File: src/rtl/cpu_pkg.sv
// Shared constants and types for the single-cycle RV32I core.
// The CPU_MUL_EN macro (used in cpu_core) enables the RV32M MUL instruction.
package cpu_pkg;

  localparam logic [31:0] RESET_PC = 32'h0;

  localparam logic [6:0] OPC_LUI    = 7'b0110111;
  localparam logic [6:0] OPC_AUIPC  = 7'b0010111;
  localparam logic [6:0] OPC_JAL    = 7'b1101111;
  localparam logic [6:0] OPC_JALR   = 7'b1100111;
  localparam logic [6:0] OPC_BRANCH = 7'b1100011;
  localparam logic [6:0] OPC_LOAD   = 7'b0000011;
  localparam logic [6:0] OPC_STORE  = 7'b0100011;
  localparam logic [6:0] OPC_OPIMM  = 7'b0010011;
  localparam logic [6:0] OPC_OP     = 7'b0110011;

  localparam logic [2:0] F3_ADD  = 3'b000;
  localparam logic [2:0] F3_SLL  = 3'b001;
  localparam logic [2:0] F3_SLT  = 3'b010;
  localparam logic [2:0] F3_SLTU = 3'b011;
  localparam logic [2:0] F3_XOR  = 3'b100;
  localparam logic [2:0] F3_SR   = 3'b101;
  localparam logic [2:0] F3_OR   = 3'b110;
  localparam logic [2:0] F3_AND  = 3'b111;

  localparam logic [2:0] F3_BEQ  = 3'b000;
  localparam logic [2:0] F3_BNE  = 3'b001;
  localparam logic [2:0] F3_BLT  = 3'b100;
  localparam logic [2:0] F3_BGE  = 3'b101;
  localparam logic [2:0] F3_BLTU = 3'b110;
  localparam logic [2:0] F3_BGEU = 3'b111;

  localparam logic [2:0] F3_WORD = 3'b010;
  localparam logic [2:0] F3_JALR = 3'b000;

  localparam logic [6:0] F7_BASE   = 7'b0000000;
  localparam logic [6:0] F7_ALT    = 7'b0100000;
  localparam logic [6:0] F7_MULDIV = 7'b0000001;

  typedef enum logic [3:0] {
    ALU_ADD, ALU_SUB, ALU_SLL, ALU_SLT, ALU_SLTU, ALU_XOR,
    ALU_SRL, ALU_SRA, ALU_OR, ALU_AND, ALU_PASSB, ALU_MUL
  } alu_op_e;

  typedef enum logic [2:0] {IMM_I, IMM_S, IMM_B, IMM_U, IMM_J} imm_fmt_e;

  function automatic logic [31:0] imm_gen(input logic [31:0] ins, input imm_fmt_e fmt);
    logic [31:0] imm;
    imm = '0;
    case (fmt)
      IMM_I: imm = {{20{ins[31]}}, ins[31:20]};
      IMM_S: imm = {{20{ins[31]}}, ins[31:25], ins[11:7]};
      IMM_B: imm = {{19{ins[31]}}, ins[31], ins[7], ins[30:25], ins[11:8], 1'b0};
      IMM_U: imm = {ins[31:12], 12'b0};
      IMM_J: imm = {{11{ins[31]}}, ins[31], ins[19:12], ins[20], ins[30:21], 1'b0};
      default: imm = '0;
    endcase
    return imm;
  endfunction

endpackage

File: src/rtl/cpu_regfile.sv
// 32x32 register file: two combinational read ports, one clocked write port.
// x0 always reads zero; asynchronous active-low reset clears every register.
module cpu_regfile
  import cpu_pkg::*;
(
  input  logic        clk,
  input  logic        rst_n,
  input  logic [4:0]  rs1_addr_i,
  input  logic [4:0]  rs2_addr_i,
  output logic [31:0] rs1_data_o,
  output logic [31:0] rs2_data_o,
  input  logic        we_i,
  input  logic [4:0]  rd_addr_i,
  input  logic [31:0] rd_data_i
);

  logic [31:0] regs_q [32];

  always_ff @(posedge clk or negedge rst_n) begin
    if (!rst_n) begin
      for (int i = 0; i < 32; i++) regs_q[i] <= '0;
    end else if (we_i && (rd_addr_i != 5'd0)) begin
      regs_q[rd_addr_i] <= rd_data_i;
    end
  end

  assign rs1_data_o = (rs1_addr_i == 5'd0) ? 32'h0 : regs_q[rs1_addr_i];
  assign rs2_data_o = (rs2_addr_i == 5'd0) ? 32'h0 : regs_q[rs2_addr_i];

endmodule

File: src/rtl/cpu_core.sv
// Single-cycle RV32I core: decode, ALU, branch compare and PC update.
// Define CPU_MUL_EN to add the RV32M MUL instruction; otherwise MUL is a NOP.
module cpu_core
  import cpu_pkg::*;
(
  input  logic        clk,
  input  logic        rst_n,
  input  logic        im_valid,
  input  logic [31:0] im_data,
  output logic [31:0] im_addr,
  input  logic        mem_valid,
  input  logic [31:0] mem_read_data,
  output logic [31:0] mem_addr,
  output logic        mem_write,
  output logic [31:0] mem_write_data
);

  logic [31:0] pc_q, pc_d;
  logic [6:0]  opcode, funct7;
  logic [2:0]  funct3;
  logic [4:0]  rdAddr, rs1Addr, rs2Addr;
  logic [31:0] rs1Data, rs2Data, imm, aluA, aluB, aluResult, wbData, pcPlus4;
  logic        regWrite, srcImm, srcPc, isLoad, isStore, isBranch, isJal, isJalr;
  logic        brTaken, commit;
  alu_op_e     aluOp;
  imm_fmt_e    immFmt;

  assign opcode  = im_data[6:0];
  assign rdAddr  = im_data[11:7];
  assign funct3  = im_data[14:12];
  assign rs1Addr = im_data[19:15];
  assign rs2Addr = im_data[24:20];
  assign funct7  = im_data[31:25];

  // Unrecognised encodings fall through with every control bit low, i.e. a NOP.
  always_comb begin
    regWrite = 1'b0;
    srcImm   = 1'b0;
    srcPc    = 1'b0;
    isLoad   = 1'b0;
    isStore  = 1'b0;
    isBranch = 1'b0;
    isJal    = 1'b0;
    isJalr   = 1'b0;
    aluOp    = ALU_ADD;
    immFmt   = IMM_I;
    case (opcode)
      OPC_LUI:   begin regWrite = 1'b1; srcImm = 1'b1; immFmt = IMM_U; aluOp = ALU_PASSB; end
      OPC_AUIPC: begin regWrite = 1'b1; srcImm = 1'b1; srcPc = 1'b1; immFmt = IMM_U; end
      OPC_JAL:   begin regWrite = 1'b1; isJal = 1'b1; immFmt = IMM_J; end
      OPC_JALR:  if (funct3 == F3_JALR) begin regWrite = 1'b1; isJalr = 1'b1; srcImm = 1'b1; end
      OPC_BRANCH: begin
        immFmt   = IMM_B;
        isBranch = (funct3 != 3'b010) && (funct3 != 3'b011);
      end
      OPC_LOAD:  if (funct3 == F3_WORD) begin regWrite = 1'b1; isLoad = 1'b1; srcImm = 1'b1; end
      OPC_STORE: if (funct3 == F3_WORD) begin isStore = 1'b1; srcImm = 1'b1; immFmt = IMM_S; end
      OPC_OPIMM: begin
        srcImm   = 1'b1;
        regWrite = 1'b1;
        case (funct3)
          F3_ADD:  aluOp = ALU_ADD;
          F3_SLT:  aluOp = ALU_SLT;
          F3_SLTU: aluOp = ALU_SLTU;
          F3_XOR:  aluOp = ALU_XOR;
          F3_OR:   aluOp = ALU_OR;
          F3_AND:  aluOp = ALU_AND;
          F3_SLL:  if (funct7 == F7_BASE) aluOp = ALU_SLL; else regWrite = 1'b0;
          F3_SR: begin
            if (funct7 == F7_BASE)     aluOp = ALU_SRL;
            else if (funct7 == F7_ALT) aluOp = ALU_SRA;
            else                       regWrite = 1'b0;
          end
          default: regWrite = 1'b0;
        endcase
      end
      OPC_OP: begin
        if (funct7 == F7_BASE) begin
          regWrite = 1'b1;
          case (funct3)
            F3_ADD:  aluOp = ALU_ADD;
            F3_SLL:  aluOp = ALU_SLL;
            F3_SLT:  aluOp = ALU_SLT;
            F3_SLTU: aluOp = ALU_SLTU;
            F3_XOR:  aluOp = ALU_XOR;
            F3_SR:   aluOp = ALU_SRL;
            F3_OR:   aluOp = ALU_OR;
            default: aluOp = ALU_AND;
          endcase
        end else if (funct7 == F7_ALT) begin
          if (funct3 == F3_ADD)     begin regWrite = 1'b1; aluOp = ALU_SUB; end
          else if (funct3 == F3_SR) begin regWrite = 1'b1; aluOp = ALU_SRA; end
        end
`ifdef CPU_MUL_EN
        else if ((funct7 == F7_MULDIV) && (funct3 == F3_ADD)) begin
          regWrite = 1'b1;
          aluOp    = ALU_MUL;
        end
`endif
      end
      default: ;
    endcase
  end

  cpu_regfile u_regfile (
    .clk        (clk),
    .rst_n      (rst_n),
    .rs1_addr_i (rs1Addr),
    .rs2_addr_i (rs2Addr),
    .rs1_data_o (rs1Data),
    .rs2_data_o (rs2Data),
    .we_i       (commit && regWrite),
    .rd_addr_i  (rdAddr),
    .rd_data_i  (wbData)
  );

  assign imm  = imm_gen(im_data, immFmt);
  assign aluA = srcPc ? pc_q : rs1Data;
  assign aluB = srcImm ? imm : rs2Data;

  always_comb begin
    aluResult = '0;
    case (aluOp)
      ALU_ADD:   aluResult = aluA + aluB;
      ALU_SUB:   aluResult = aluA - aluB;
      ALU_SLL:   aluResult = aluA << aluB[4:0];
      ALU_SLT:   aluResult = {31'b0, $signed(aluA) < $signed(aluB)};
      ALU_SLTU:  aluResult = {31'b0, aluA < aluB};
      ALU_XOR:   aluResult = aluA ^ aluB;
      ALU_SRL:   aluResult = aluA >> aluB[4:0];
      ALU_SRA:   aluResult = $signed(aluA) >>> aluB[4:0];
      ALU_OR:    aluResult = aluA | aluB;
      ALU_AND:   aluResult = aluA & aluB;
      ALU_PASSB: aluResult = aluB;
      ALU_MUL:   aluResult = aluA * aluB;
      default:   aluResult = '0;
    endcase
  end

  always_comb begin
    brTaken = 1'b0;
    case (funct3)
      F3_BEQ:  brTaken = (rs1Data == rs2Data);
      F3_BNE:  brTaken = (rs1Data != rs2Data);
      F3_BLT:  brTaken = ($signed(rs1Data) < $signed(rs2Data));
      F3_BGE:  brTaken = ($signed(rs1Data) >= $signed(rs2Data));
      F3_BLTU: brTaken = (rs1Data < rs2Data);
      F3_BGEU: brTaken = (rs1Data >= rs2Data);
      default: brTaken = 1'b0;
    endcase
  end

  // A load/store can only retire once the data memory has answered.
  assign commit  = im_valid && (!(isLoad || isStore) || mem_valid);
  assign pcPlus4 = pc_q + 32'd4;
  assign wbData  = (isJal || isJalr) ? pcPlus4 : (isLoad ? mem_read_data : aluResult);

  always_comb begin
    pc_d = pc_q;
    if (commit) begin
      if (isJal || (isBranch && brTaken)) pc_d = pc_q + imm;
      else if (isJalr)                    pc_d = aluResult & ~32'd1;
      else                                pc_d = pcPlus4;
    end
  end

  always_ff @(posedge clk or negedge rst_n) begin
    if (!rst_n) pc_q <= RESET_PC;
    else        pc_q <= pc_d;
  end

  assign im_addr        = pc_q;
  assign mem_addr       = aluResult;
  assign mem_write      = rst_n && im_valid && isStore;
  assign mem_write_data = rs2Data;

endmodule

File: config.mk
export PLATFORM = sky130hd
export DESIGN_NAME = cpu_core
export DESIGN_NICKNAME = d
export VERILOG_FILES = /design/src/rtl/cpu_pkg.sv /design/src/rtl/cpu_regfile.sv /design/src/rtl/cpu_core.sv
export SDC_FILE = /design/constraint.sdc
export NUM_CORES = 2
export LEC_CHECK = 0
export BUFFER_PORTS_ARGS = -buffer_cell sky130_fd_sc_hd__buf_2
export CAP_MARGIN = 40
export CORE_MARGIN = 2
export CORE_UTILIZATION = 50
export DETAILED_ROUTE_END_ITERATION = 10
export GPL_TIMING_DRIVEN = 0
export MAX_ROUTING_LAYER = met4
export PLACE_DENSITY = 0.76
export SLEW_MARGIN = 20
export SYNTH_ARGS = -nofsm -noshare
export SYNTH_HDL_FRONTEND = slang
export SYNTH_HIERARCHICAL = 1
export SYNTH_SLANG_ARGS = --single-unit
File: constraint.sdc
create_clock -name clk -period 9.3 [get_ports clk]
set_clock_uncertainty 0.1 [all_clocks]
set_input_delay 0.93 -clock clk [delete_from_list [all_inputs] [get_ports clk]]
set_output_delay 0.93 -clock clk [all_outputs]
set_load 0.05 [all_outputs]
* After elaboration in Yosys (flattened, before gate mapping) *
Index checks and enable logic that the tools add are counted.
Widths: inputs -> output; s select.

word-level totals
  register bits after elaboration = 1056
  output and inout port bits = 97
  word-level logic and storage cells = 167

cells by class
  $add $sub $neg = 4
  multiply operators = 1
  $lt $le $gt $ge = 10
  equal/unequal tests = 36
  shifts and indexed selects = 3
  multiplexer cells = 50
  bitwise operators = 6
  reductions and logical operators = 24

operator list
  cell                   number
  $bwmux 1024            1
  $mux 32                13
  $pmux 32 s12           1
  $bmux 32 s5            2
  $demux 32 s5           1
  $pmux 32 s5            1
  $lt 32x32->1           4
  $add 32x32->32         2
  $ge 32x32->1           2
  $add 32x3->32 const B  1
  $and 32x32->32         1
  $eq 32x32->1           1
  $mul 32x32->32         1
  $ne 32x32->1           1
  $or 32x32->32          1
  $pmux 4 s8             1
  $shl 32x5->32          1
  $shr 32x5->32          1
  $sshr 32x5->32         1
  $sub 32x32->32         1
  $xor 32x32->32         1
  $eq 7x6->1 const B     4
  $pmux 4 s7             1
  $eq 7x7->1 const B     3
  other kinds (33)       87

* Depth between registers and ports, before layout *
  depth after elaboration = 11
  depth in mapped cells = 33

* By module *
The synthesis kept the hierarchy.

by module, submodules not included
  module       times used  cells each  area an instance (sq um)  sequential area each (sq um)
  cpu_regfile  1           3623        54461.0                   25624.6
  cpu_core     1           2415        16190.5                   800.8

* Least setup slack after synthesis *
Ideal clock, no wire load.

  path kind = input -> output
  start = in im_data[20]
  end = out mem_addr[29]
  arrival time = 8.064 ns
  setup slack = 0.206 ns
  stages on the path = 24
  cell sequence = buf_2 inv_1 buf_2 buf_2 clkbuf_1 o21ai_0 a311oi_1 mux2i_4 buf_2 buf_4 buf_2 buf_1 ha_1 or2_2 a211oi_1 o41a_1 a311o_1 a21oi_1 o21ai_0 nand2_1 o41ai_1 nor2_1 mux2i_1 o21ai_0

on the way
  word-level cells in the longest chain between the ends = 8
  elaborated cells on any way between the ends = 18

ends and longest elaborated chain
  item                                        RTL line           source
  from (decl)                                 cpu_core.sv:9      input logic [31:0] im_data,
  $not 5->6 (implied by the code)             cpu_regfile.sv:28  assign rs2_data_o = (rs2_addr_i == 5'd0) ? 32'h0 : regs_q[rs2_addr_i];
  $bmux 32 s5                                 cpu_regfile.sv:28
  $mux 32 (implied by the code) (2 in a row)  cpu_regfile.sv:28
  $mux 32 *                                   cpu_regfile.sv:28
  via mem_write_data[1]                       cpu_core.sv:15     output logic [31:0] mem_write_data
  $mux 32 *                                   cpu_core.sv:119    assign aluB = srcImm ? imm : rs2Data;
  $mul 32x32->32 (tied with other cells)      cpu_core.sv:135    ALU_MUL: aluResult = aluA * aluB;
  $pmux 32 s12 *                              cpu_core.sv:123    case (aluOp)
  to (decl)                                   cpu_core.sv:13     output logic [31:0] mem_addr,

The timed path passes the listed nets; every way through them passes the cells marked *. The select of a mux whose other input is x is not followed.

* Final worst setup path *
  start = in im_data[21]
  end = out mem_addr[24]

on the way
  word-level cells in the longest chain between the ends = 8
  elaborated cells on any way between the ends = 18

ends and longest elaborated chain
  item                                        RTL line
  $not 5->6 (implied by the code)             cpu_regfile.sv:28
  $bmux 32 s5                                 cpu_regfile.sv:28
  $mux 32 (implied by the code) (2 in a row)  cpu_regfile.sv:28
  $mux 32                                     cpu_regfile.sv:28
  $mux 32 *                                   cpu_core.sv:119
  $mul 32x32->32 (tied with other cells)      cpu_core.sv:135
  $pmux 32 s12 *                              cpu_core.sv:123

Mark *: on every way between the ends. The rest lies on a longest branch, timed or not. The select of a mux whose other input is x is not followed.

==> summary.txt <==
Worst setup path
  • R2r setup slk: 1.07 ns
  • CP bufs+invs: 14
  • Slowest cell on the critical path: or2_2
  • Worst reg2reg startpoint: u_regfile/regs_q[0]
  • Critical path required time: 8.27 ns
  • R2r endpoint: u_regfile/regs_q[564]
  • CP peak stage delay: 0.43 ns
  • Top cell family by delay on the critical path: buffers and inverters
  • CP arrival: 8.42 ns
  • Setup crit end kind: output pin
  • Reg2reg path depth: 30
  • Crit path max fanout: 18
  • Startpoint types: primary input
  • CP Launch Point: im_data[21]
  • Crit Path Class: in2out

Clock tree
  • Total CTS buffers: 103
  • Worst-Skew Late Latency: 0.77 ns
  • CTS tree: built
  • Clock slew at reported path FFs: 0.06 ns
  • H-Tree Depth: 3
  • Root buffer cell: clkbuf_16
  • Clock sink count: 1056
  • Clock Tree Buf Depth: 3

Yosys
  • Avg Cell Area, Syn: 11.70 µm²
  • Largest family of logic cells by synthesized area: multiplexers
  • Xor and xnor area share after synthesis: 0.9297%
  • Synth Register Bits: 1056
  • Cell variety after synth: 106
  • Mapped cell area: 0.07065 mm²
  • Compound-Gate Fraction of Synth Area: 11.75%
  • Simple-Gate Fraction of Synth Area: 6.462%
  • Seq/Total Area, Yosys: 37.40%
  • Synth Area in Adders: 2.936%
  • Mux share of post-synthesis cell area: 35.33%
  • Post-synthesis cell count: 6038
  • FFs w/ async S/R, synth: 100.0%
  • Number of enable flip-flop cells after synthesis: 0
  • Prevailing post-synth register cell: dfrtp_1
  • Syn Nets: 6270
  • Yosys warns: 6

Power
  • Switching pwr: 5392 µW
  • Logic pwr share: 31.8%
  • Pwr/cell area: 172.1 mW/mm²
  • Clock network power share: 32.8%
  • Switching Share: 38.84%
  • Worst VDD drop: 0.0001875 V
  • Leakage: 0.03704 µW
  • P_int: 8492 µW
  • Flop pwr share: 35.5%

Placement
  • Post-DP HPWL: 283800 µm
  • Placement Cell Area: 0.07584 mm²
  • IO buf count: 162
  • Placed cell count: 8235
  • Routability cong.: 1.145

Run status
  • Failing checks: negative setup slack
  • Status: finished with violations

Min path
  • Hold Crit Start: u_regfile/regs_q[1007]
  • Hold Crit Class: reg2reg
  • Hold depth: 1
  • Worst Hold Path EP: u_regfile/regs_q[1007]

Floorplanning
  • Starting density of the core: 50.51%
  • Ports: 165
  • Die Area: 0.1443 mm²
  • Chip width: 379.9 µm
  • Core footprint: 0.1399 mm²
  • Row Count: 137
  • Die height: 379.9 µm

GRT
  • Initial antenna violation count: 39
  • Remaining Overflow, GRT: 0
  • Vias in the first global route: 62180
  • Total track usage: 52.24%
  • Largest net degree at the start of global routing: 142
  • First-pass GRT wire length: 506000 µm

Route
  • Routed vias/inst: 7.351
  • WL per Instance: 43.55 µm
  • Initial DRC Count: 9238
  • Residual DRC: 0
  • Total Routed Length: 370000 µm
  • Total number of vias: 62460
  • DR pass1 iterations: 6
  • Antenna Nets Post-Route: 0

Finish
  • FILL cells: 11330
  • Layout area overhead: 14.19%
  • Commonest non-fill, non-tap cells in the layout: 1056 x dfrtp_1, 1046 x mux2_2, 448 x mux4_2
  • Leading cell type in the layout, fill and taps excluded: dfrtp_1
  • Post-layout instance area: 0.08068 mm²
  • Final std cells w/o fill: 8496
  • Ratio of cells with drive above 1 in the final layout: 38.44%
  • NumNets Final: 6731

STA
  • Worst Tran Pin Value: 1.104 ns
  • Final Worst Setup Slack: -0.1492 ns
  • Post-route setup TNS: -0.3511 ns
  • Slew headroom: 26.39%
  • Final setup violation count: 5
  • Fin crit share: 101.6%
  • Fmax: 105.8 MHz
  • Max-slew violations: 0
  • Endpoints failing hold: 0
  • Tmin final: 9.449 ns

Job
  • Max-Cap Viols: 0
==> Yosys cell counts (33+ instances only) <==
master | count | area share, %
o211ai_1 | 62 | 0.66
mux4_2 | 448 | 14
mux2_2 | 1046 | 17
mux2_1 | 59 | 0.94
clkbuf_1 | 334 | 1.8
buf_4 | 64 | 0.68
xor2_1 | 36 | 0.45
a311oi_1 | 70 | 0.87
a31oi_1 | 33 | 0.29
nor3_1 | 64 | 0.45
a22oi_1 | 82 | 0.87
a21oi_1 | 177 | 1.3
inv_1 | 157 | 0.83
dfrtp_1 | 1056 | 37
a211oi_1 | 110 | 1.2
ha_1 | 161 | 2.9
buf_2 | 198 | 1.4
o21ai_0 | 240 | 1.7
nor2_1 | 259 | 1.4
mux2i_1 | 228 | 3.2
nor2b_1 | 91 | 0.81
nand3_1 | 73 | 0.52
xnor2_1 | 39 | 0.48
buf_1 | 38 | 0.20
a221oi_1 | 64 | 0.79
nand2_1 | 268 | 1.4
a21o_1 | 54 | 0.57
==> power groups by stage <==
| stage | sequential, µW | clock, µW | combinational, µW |
|---|---|---|---|
| floorplan | 5040 | 0 | 2100 |
| global placement | 4990 | 0 | 3950 |
| detailed placement | 5000 | 0 | 4080 |
| CTS | 4910 | 4530 | 4150 |
| global route | 4930 | 4730 | 4480 |
| finish | 4920 | 4550 | 4410 |
==> layout make-up <==
cell class	instances	area, µm²	area share, %
antenna	39	97.59	0.1210
buffer	632	3236	4.011
clock buffer	139	2973	3.685
clock inverter	48	644.4	0.7987
inverter	175	666.9	0.8266
multi-input combinational	4161	41340	51.24
sequential	1056	26430	32.75
tap	1876	2347	2.909
timing repair buffer	370	2950	3.657
==> logic make-up (layout without fill, tap and decap cells) <==
group	after synthesis	count (layout)
buffers and inverters	821	1364
AND/OR/NAND/NOR	943	943
flip-flops	1056	1056
AO/OA/AOI/OAI	1190	1190
other	0	39
XOR/XNOR	75	75
adder cells (fa/ha/maj)	164	164
multiplexers	1789	1789
==> sequential cells by signal, summed over array words and instances (netlist names) <==
name	count
im_addr	32
u_regfile/regs_q	1024
==> how the worst max path moves through the flow <==
stage                                  end  slack [ns]  cells after the start
finish                        mem_addr[24]       -0.15                     30
global route                  mem_addr[24]       -0.03                     33
CTS                           mem_addr[24]        0.03                     29
detailed placement   u_regfile/regs_q[603]       -2.77                     31
global placement    u_regfile/regs_q[1006]      -15.38                      1
floorplan                     mem_addr[29]        0.21                     24
==> through the flow <==
stage               hold slack [ns]  total power [µW]  setup slack, ns  util, %
global placement             0.3542              8945           -15.38    52.77
global route                 0.3992             14130         -0.02930    57.66
detailed placement           0.3636              9074           -2.773    54.22
CTS                          0.3821             13590          0.02519    57.19
floorplan                    0.3413              7149           0.2064        -
finish                       0.3768             13880          -0.1492    57.68
==> worst register-to-register path, delay by kind of cell (launching register included) <==
family | cells | cell delay [ns]
adders and majority gates | 2 | 0.65
and+or+nand+nor | 3 | 0.99
xor gates and xnor gates | 1 | 0.47
muxes | 2 | 0.57
AOI/OAI and AO/OA | 12 | 2.89
DFF | 1 | 0.41
buffers and inverters | 10 | 2.08
==> per-layer routing <==
layer  part of all wire (%)  wire [µm]  vias to the layer above  GRT usage (%)
met1                     32     118900                    31370          54.61
met4                     13      46410                        0          50.01
met2                     43     160500                     5319          75.63
li1                       -          -                    23840              -
met3                     12      44240                     1930          19.27
met5                      0          0                        -              -
==> repair_timing <==
item / CTS / global route
gates resized for setup: 120 / 65
pin swaps: 7 / 9
buffers inserted: 11 / 3
hold buffers: 1 / 0
cloned: 0 / 0
endpoints found under the hold margin: 51 / 0
endpoints found under the setup margin: 815 / 15
Note: power is estimated with default switching activity, not from simulation.
